`src/rtl/sbf_pkg.sv`:
```
// Shared helpers for the single-bit-flip error collector: saturating increment
// and index-width derivation.
package sbf_pkg;

  // Returns {next_count, ovf}; only the low width+1 bits are meaningful.
  function automatic logic [32:0] sat_inc(input logic [31:0] count, input int width);
    logic [31:0] mask;
    mask = 32'hFFFF_FFFF >> (32 - width);
    if ((count & mask) == mask) begin
      sat_inc = {count & mask, 1'b1};
    end else begin
      sat_inc = {(count & mask) + 32'd1, 1'b0};
    end
  endfunction

  function automatic int idx_w(input int n);
    idx_w = (n <= 1) ? 1 : $clog2(n);
  endfunction

endpackage

```
`src/rtl/sbf_err_cnt.sv`:
```
// One source slice: edge detector, sticky status, saturating counter and
// overflow flag. Next-state values are exported for the top-level irq reduction.
module sbf_err_cnt
  import sbf_pkg::*;
#(
  parameter int CNT_WIDTH = 16
) (
  input  logic                 clk_i,
  input  logic                 rstn_i,
  input  logic                 error_i,
  input  logic                 en_i,
  input  logic                 clear_i,
  output logic                 event_o,
  output logic                 next_status_o,
  output logic [CNT_WIDTH-1:0] next_count_o,
  output logic                 status_o,
  output logic [CNT_WIDTH-1:0] count_o,
  output logic                 overflow_o
);

  logic                 err_q_r;
  logic                 status_r;
  logic [CNT_WIDTH-1:0] count_r;
  logic                 ovf_r;
  logic                 event_s;
  logic                 base_status_s;
  logic [CNT_WIDTH-1:0] base_count_s;
  logic                 base_ovf_s;
  logic [CNT_WIDTH:0]   inc_s;
  logic                 next_status_s;
  logic [CNT_WIDTH-1:0] next_count_s;
  logic                 next_ovf_s;

  // Clear is applied first, then the event acts on the cleared values.
  always_comb begin
    event_s = error_i & ~err_q_r & en_i;
    if (clear_i) begin
      base_status_s = 1'b0;
      base_count_s  = '0;
      base_ovf_s    = 1'b0;
    end else begin
      base_status_s = status_r;
      base_count_s  = count_r;
      base_ovf_s    = ovf_r;
    end
    inc_s = (CNT_WIDTH+1)'(sat_inc(32'(base_count_s), CNT_WIDTH));
    if (event_s) begin
      next_status_s = 1'b1;
      next_count_s  = inc_s[CNT_WIDTH:1];
      next_ovf_s    = base_ovf_s | inc_s[0];
    end else begin
      next_status_s = base_status_s;
      next_count_s  = base_count_s;
      next_ovf_s    = base_ovf_s;
    end
  end

  // Slice state registers; err_q samples every cycle independent of enable.
  always_ff @(posedge clk_i or negedge rstn_i) begin
    if (!rstn_i) begin
      err_q_r  <= 1'b0;
      status_r <= 1'b0;
      count_r  <= '0;
      ovf_r    <= 1'b0;
    end else begin
      err_q_r  <= error_i;
      status_r <= next_status_s;
      count_r  <= next_count_s;
      ovf_r    <= next_ovf_s;
    end
  end

  assign event_o       = event_s;
  assign next_status_o = next_status_s;
  assign next_count_o  = next_count_s;
  assign status_o      = status_r;
  assign count_o       = count_r;
  assign overflow_o    = ovf_r;

endmodule

```
`src/rtl/sbf_err_collector.sv`:
```
// Collects N_SRC detector error lines into per-source sticky status/counters,
// captures the first faulting source and raises a threshold interrupt.
module sbf_err_collector
  import sbf_pkg::*;
#(
  parameter int N_SRC     = 8,
  parameter int CNT_WIDTH = 16,
  localparam int IDX_WIDTH = idx_w(N_SRC)
) (
  input  logic                       clk_i,
  input  logic                       rstn_i,
  input  logic [N_SRC-1:0]           error_i,
  input  logic                       en_i,
  input  logic [N_SRC-1:0]           clear_i,
  input  logic [CNT_WIDTH-1:0]       thr_i,
  output logic [N_SRC-1:0]           status_o,
  output logic [N_SRC*CNT_WIDTH-1:0] count_o,
  output logic [N_SRC-1:0]           overflow_o,
  output logic                       first_valid_o,
  output logic [IDX_WIDTH-1:0]       first_idx_o,
  output logic                       irq_o
);

  logic [N_SRC-1:0]     event_s;
  logic [N_SRC-1:0]     next_status_s;
  logic [CNT_WIDTH-1:0] next_count_s [N_SRC];
  logic                 first_valid_r;
  logic [IDX_WIDTH-1:0] first_idx_r;
  logic                 irq_r;
  logic                 next_fv_s;
  logic [IDX_WIDTH-1:0] next_fi_s;
  logic                 next_irq_s;
  logic [CNT_WIDTH-1:0] thr_eff_s;

  for (genvar k = 0; k < N_SRC; k++) begin : g_src
    sbf_err_cnt #(.CNT_WIDTH(CNT_WIDTH)) u_cnt (
      .clk_i         (clk_i),
      .rstn_i        (rstn_i),
      .error_i       (error_i[k]),
      .en_i          (en_i),
      .clear_i       (clear_i[k]),
      .event_o       (event_s[k]),
      .next_status_o (next_status_s[k]),
      .next_count_o  (next_count_s[k]),
      .status_o      (status_o[k]),
      .count_o       (count_o[k*CNT_WIDTH +: CNT_WIDTH]),
      .overflow_o    (overflow_o[k])
    );
  end

  // First-error capture: drop on clear of the held source, then lowest-index capture.
  always_comb begin
    next_fi_s = first_idx_r;
    if (first_valid_r && clear_i[first_idx_r]) begin
      next_fv_s = 1'b0;
    end else begin
      next_fv_s = first_valid_r;
    end
    if (!next_fv_s && (|event_s)) begin
      next_fv_s = 1'b1;
      for (int k = N_SRC - 1; k >= 0; k--) begin
        if (event_s[k]) begin
          next_fi_s = IDX_WIDTH'(k);
        end else begin
          next_fi_s = next_fi_s;
        end
      end
    end else begin
      next_fv_s = next_fv_s;
    end
  end

  // Interrupt reduction on next-state values; a zero threshold behaves as one.
  always_comb begin
    thr_eff_s  = (thr_i == '0) ? CNT_WIDTH'(1) : thr_i;
    next_irq_s = 1'b0;
    for (int k = 0; k < N_SRC; k++) begin
      if (next_status_s[k] && (next_count_s[k] >= thr_eff_s)) begin
        next_irq_s = 1'b1;
      end else begin
        next_irq_s = next_irq_s;
      end
    end
  end

  // Capture and interrupt registers.
  always_ff @(posedge clk_i or negedge rstn_i) begin
    if (!rstn_i) begin
      first_valid_r <= 1'b0;
      first_idx_r   <= '0;
      irq_r         <= 1'b0;
    end else begin
      first_valid_r <= next_fv_s;
      first_idx_r   <= next_fi_s;
      irq_r         <= next_irq_s;
    end
  end

  assign first_valid_o = first_valid_r;
  assign first_idx_o   = first_idx_r;
  assign irq_o         = irq_r;

endmodule

```
`config.mk`:
```
export PLATFORM = sky130hd
export DESIGN_NAME = sbf_err_collector
export DESIGN_NICKNAME = d
export VERILOG_FILES = /design/src/rtl/sbf_pkg.sv /design/src/rtl/sbf_err_cnt.sv /design/src/rtl/sbf_err_collector.sv
export SDC_FILE = /design/constraint.sdc
export NUM_CORES = 1
export LEC_CHECK = 0
export CAP_MARGIN = 20
export CORE_MARGIN = 2
export CORE_UTILIZATION = 40
export CTS_BUF_LIST = sky130_fd_sc_hd__clkbuf_4 sky130_fd_sc_hd__clkbuf_8
export CTS_CLUSTER_SIZE = 8
export DETAILED_ROUTE_END_ITERATION = 16
export GPL_ROUTABILITY_DRIVEN = 0
export PLACE_DENSITY = 0.75
export SYNTH_ARGS = -nofsm -noshare
export SYNTH_HDL_FRONTEND = slang
export SYNTH_SLANG_ARGS = --single-unit
```
`constraint.sdc`:
```
create_clock -name clk_i -period 4.9 [get_ports clk_i]
set_input_delay 0.49 -clock clk_i [delete_from_list [all_inputs] [get_ports clk_i]]
set_output_delay 0.49 -clock clk_i [all_outputs]
set_load 0.05 [all_outputs]
```
==> results.cfg <==
[sta]
slew_headroom = 0.4605
skew_ns = 0.01519
max_freq_mhz = 249.3
drv_slew = 0
setup_viol = 0
tightest_slew_ns = 0.8093
fin_crit_sh = 0.8187
fin_tns_setup_ns = 0
rsz0062_at_grt = false
hold_violations = 0
fin_crit_ns = 4.011

[synthesis]
ys_warn_count = 0
synth_area_um2 = 10790
synth_top_cells_by_area = dfrtp_1, ha_1, xnor2_1
ys_ff_latch = 157
syn_avg_cell_area_um2 = 9.415
netlist.area_leader.share = 0.3641
synth_cells = 1146
synth_top_area_cell = dfrtp_1
synth_edf_count = 0
yosysSeqAreaShare = 0.3641
synthFlopType = dfrtp_1
async_reset_ff_frac = 1.000
yosysUniqueCellTypes = 68
syn-num-nets = 1317

[detailed_routing]
wl_per_cell_um = 19.28
drt_pass1_iterations = 6
wl_um = 32390
drtIter0Drc = 888
ant_nets = 0
post_drt_via_cell_ratio = 5.597
vias = 9403
drc = 0

[setup_path]
startpoint = clear_i[7]
r2r-end = irq_o
rrSetupSlack_ns = 1.03
critPathKind = in2reg
cp_max_fo = 9
crit_end = irq_o
cp-end-kind = flip-flop
reg2reg_depth = 15
required_ns = 5.22
worstSetupStartpointType = primary input
cp.arrival_ns = 4.33
regToRegStartpoint = g_src[2].u_cnt.count_o[0]

[place]
io_buffers = 183
dpl.hpwl_um = 24300
place_area_um2 = 12950
place_inst = 1647

[pwr]
finalPower_mw = 2.806
powerDensity_nw_per_um2 = 210.3
p_leak_nw = 5.844
peakVddDrop_mv = 0.1529

[global_routing]
grt_first_pass_wirelength_um = 51430
grt-ovfl-total = 0
first_global_vias = 9433
antenna_found_initial = 0
grt_max_degree = 63
grt.total_usage = 0.2326

[layout]
fin_area_um2 = 13340
syn_to_final_growth_pct = 23.68
multi_input_area_um2 = 6466
fill_cells = 2430
drive_gt1_frac = 0.05751
final_cell_mix = clkdlybuf4s50_1, dfrtp_1, ha_1
post-route-util = 0.4993
layout.nets = 1497
antenna_cells = 0
final_common_cell = clkdlybuf4s50_1
regArea_um2 = 3929
fin_cells = 1680

[outcome]
status = completed

[floorplan]
start_util = 0.4037
die_x_um = 168.2
pin_count = 184
die_area_um2 = 28300
core_um2 = 26730
rows = 60
die_h_um = 168.2

[job]
maxCapViolations = 0

[clock_network]
clock_latency_ns = 0.47
ctsHoldBuffers = 1
root_buffer = clkbuf_8
cts_inserted_buffers = 17
cts_tree = yes
clkTransAtPathRegs_ns = 0.09
cts_resized = 0
cts_setup_buffers = 0
clock_path_buffers = 2
cts.sinks = 157
cts_htree_levels = 4

[worst_hold_path]
hp-class = reg2reg
where the power goes:
group | switching [mW] | internal (mW)
Sequential | 0.0366 | 1.33
Clock | 0.533 | 0.422
Combinational | 0.317 | 0.171
synth_stat cells, types with 2 or more instances:
cell type  instances
dfrtp_1          157
ha_1             136
nor2_1           103
nand2_1           80
xnor2_1           69
nand3_1           61
inv_1             50
a21oi_1           48
o21ai_0           47
nor2b_1           45
nand4_1           42
xor2_1            39
nor3_1            31
nand2b_1          25
clkbuf_1          19
and3_1            17
buf_4             16
nor4_1            14
nand3b_1          12
mux2_2            11
and4b_1           10
a211oi_1           9
a21o_1             9
nor3b_1            8
and3b_1            7
and2_1             6
and4_1             6
a31oi_1            5
a22oi_1            4
nand4b_1           4
buf_2              3
o211ai_1           3
o22ai_1            3
a2111oi_0          2
a2111oi_2          2
a221oi_1           2
a311oi_1           2
a31oi_2            2
mux2i_1            2
mux4_2             2
nor4b_1            2
o31ai_1            2
o31ai_2            2
or3_1              2
or4_1              2
cells by family after synthesis:
logic type               synth area share
AND/OR/NAND/NOR                    0.2438
flip-flops                         0.3641
AO/OA/AOI/OAI                     0.09266
adder cells (fa/ha/maj)            0.1577
XOR/XNOR                          0.08767
buffers and inverters             0.03653
multiplexers                      0.01751
per-layer routing:
layer	vias to the layer above	GRT usage	part of all wire
met2	370	0.3668	0.46
met1	4478	0.3120	0.43
li1	4471	-	-
met5	-	0	0
met4	0	0.1109	0.042
met3	84	0.03879	0.068
through the flow:
step,hold slack (ns),worst slack [ns]
2_1_floorplan,0.1944,1.198
3_3_place_gp,0.4229,0.5400
3_5_place_dp,0.4259,0.5136
4_1_cts,0.4955,0.9831
5_1_grt,0.5168,0.6107
6_report,0.4927,0.8886
worst max-delay path, stage by stage:
cell and delay (ns):
clkdlybuf4s50_1 0.57, nor2b_1 0.35, ha_1 0.28, nand3_1 0.23
o31a_1 0.44, nand3_1 0.17, nor2_1 0.07, mux2i_1 0.24
ha_1 0.29, nand4_1 0.13, a21oi_1 0.07, o31ai_1 0.31
o21ai_0 0.19, nor4_1 0.35, nand4_1 0.13
layout make-up:
| cell class | count | area share |
|---|---|---|
| multi-input combinational | 901 | 0.4846 |
| sequential | 157 | 0.2944 |
| timing repair buffer | 199 | 0.1466 |
| tap | 341 | 0.03197 |
| clock buffer | 18 | 0.01857 |
| inverter | 50 | 0.01406 |
| clock inverter | 14 | 0.009845 |
state kept, by name, summed over array words and instances (netlist names):
name                    flops
irq_o                       1
g_src.u_cnt.overflow_o      8
g_src.u_cnt.count_o       128
first_valid_o               1
g_src.u_cnt.err_q_r         8
first_idx_o                 3
g_src.u_cnt.status_o        8
how the worst min path moves through the flow:
stage                                    startpoint                    endpoint  slack, ns  cells after the start
after CTS                                    rstn_i  g_src[0].u_cnt.count_o[10]       0.50                      2
final                     g_src[7].u_cnt.overflow_o   g_src[7].u_cnt.overflow_o       0.49                      1
after global routing                         rstn_i   g_src[0].u_cnt.overflow_o       0.52                      2
after floorplan                              rstn_i              first_idx_o[0]       0.19                      0
after global placement                       rstn_i   g_src[5].u_cnt.count_o[0]       0.42                      1
after detailed placement                     rstn_i   g_src[5].u_cnt.count_o[2]       0.43                      1
Note: power is estimated with default switching activity, not from simulation.
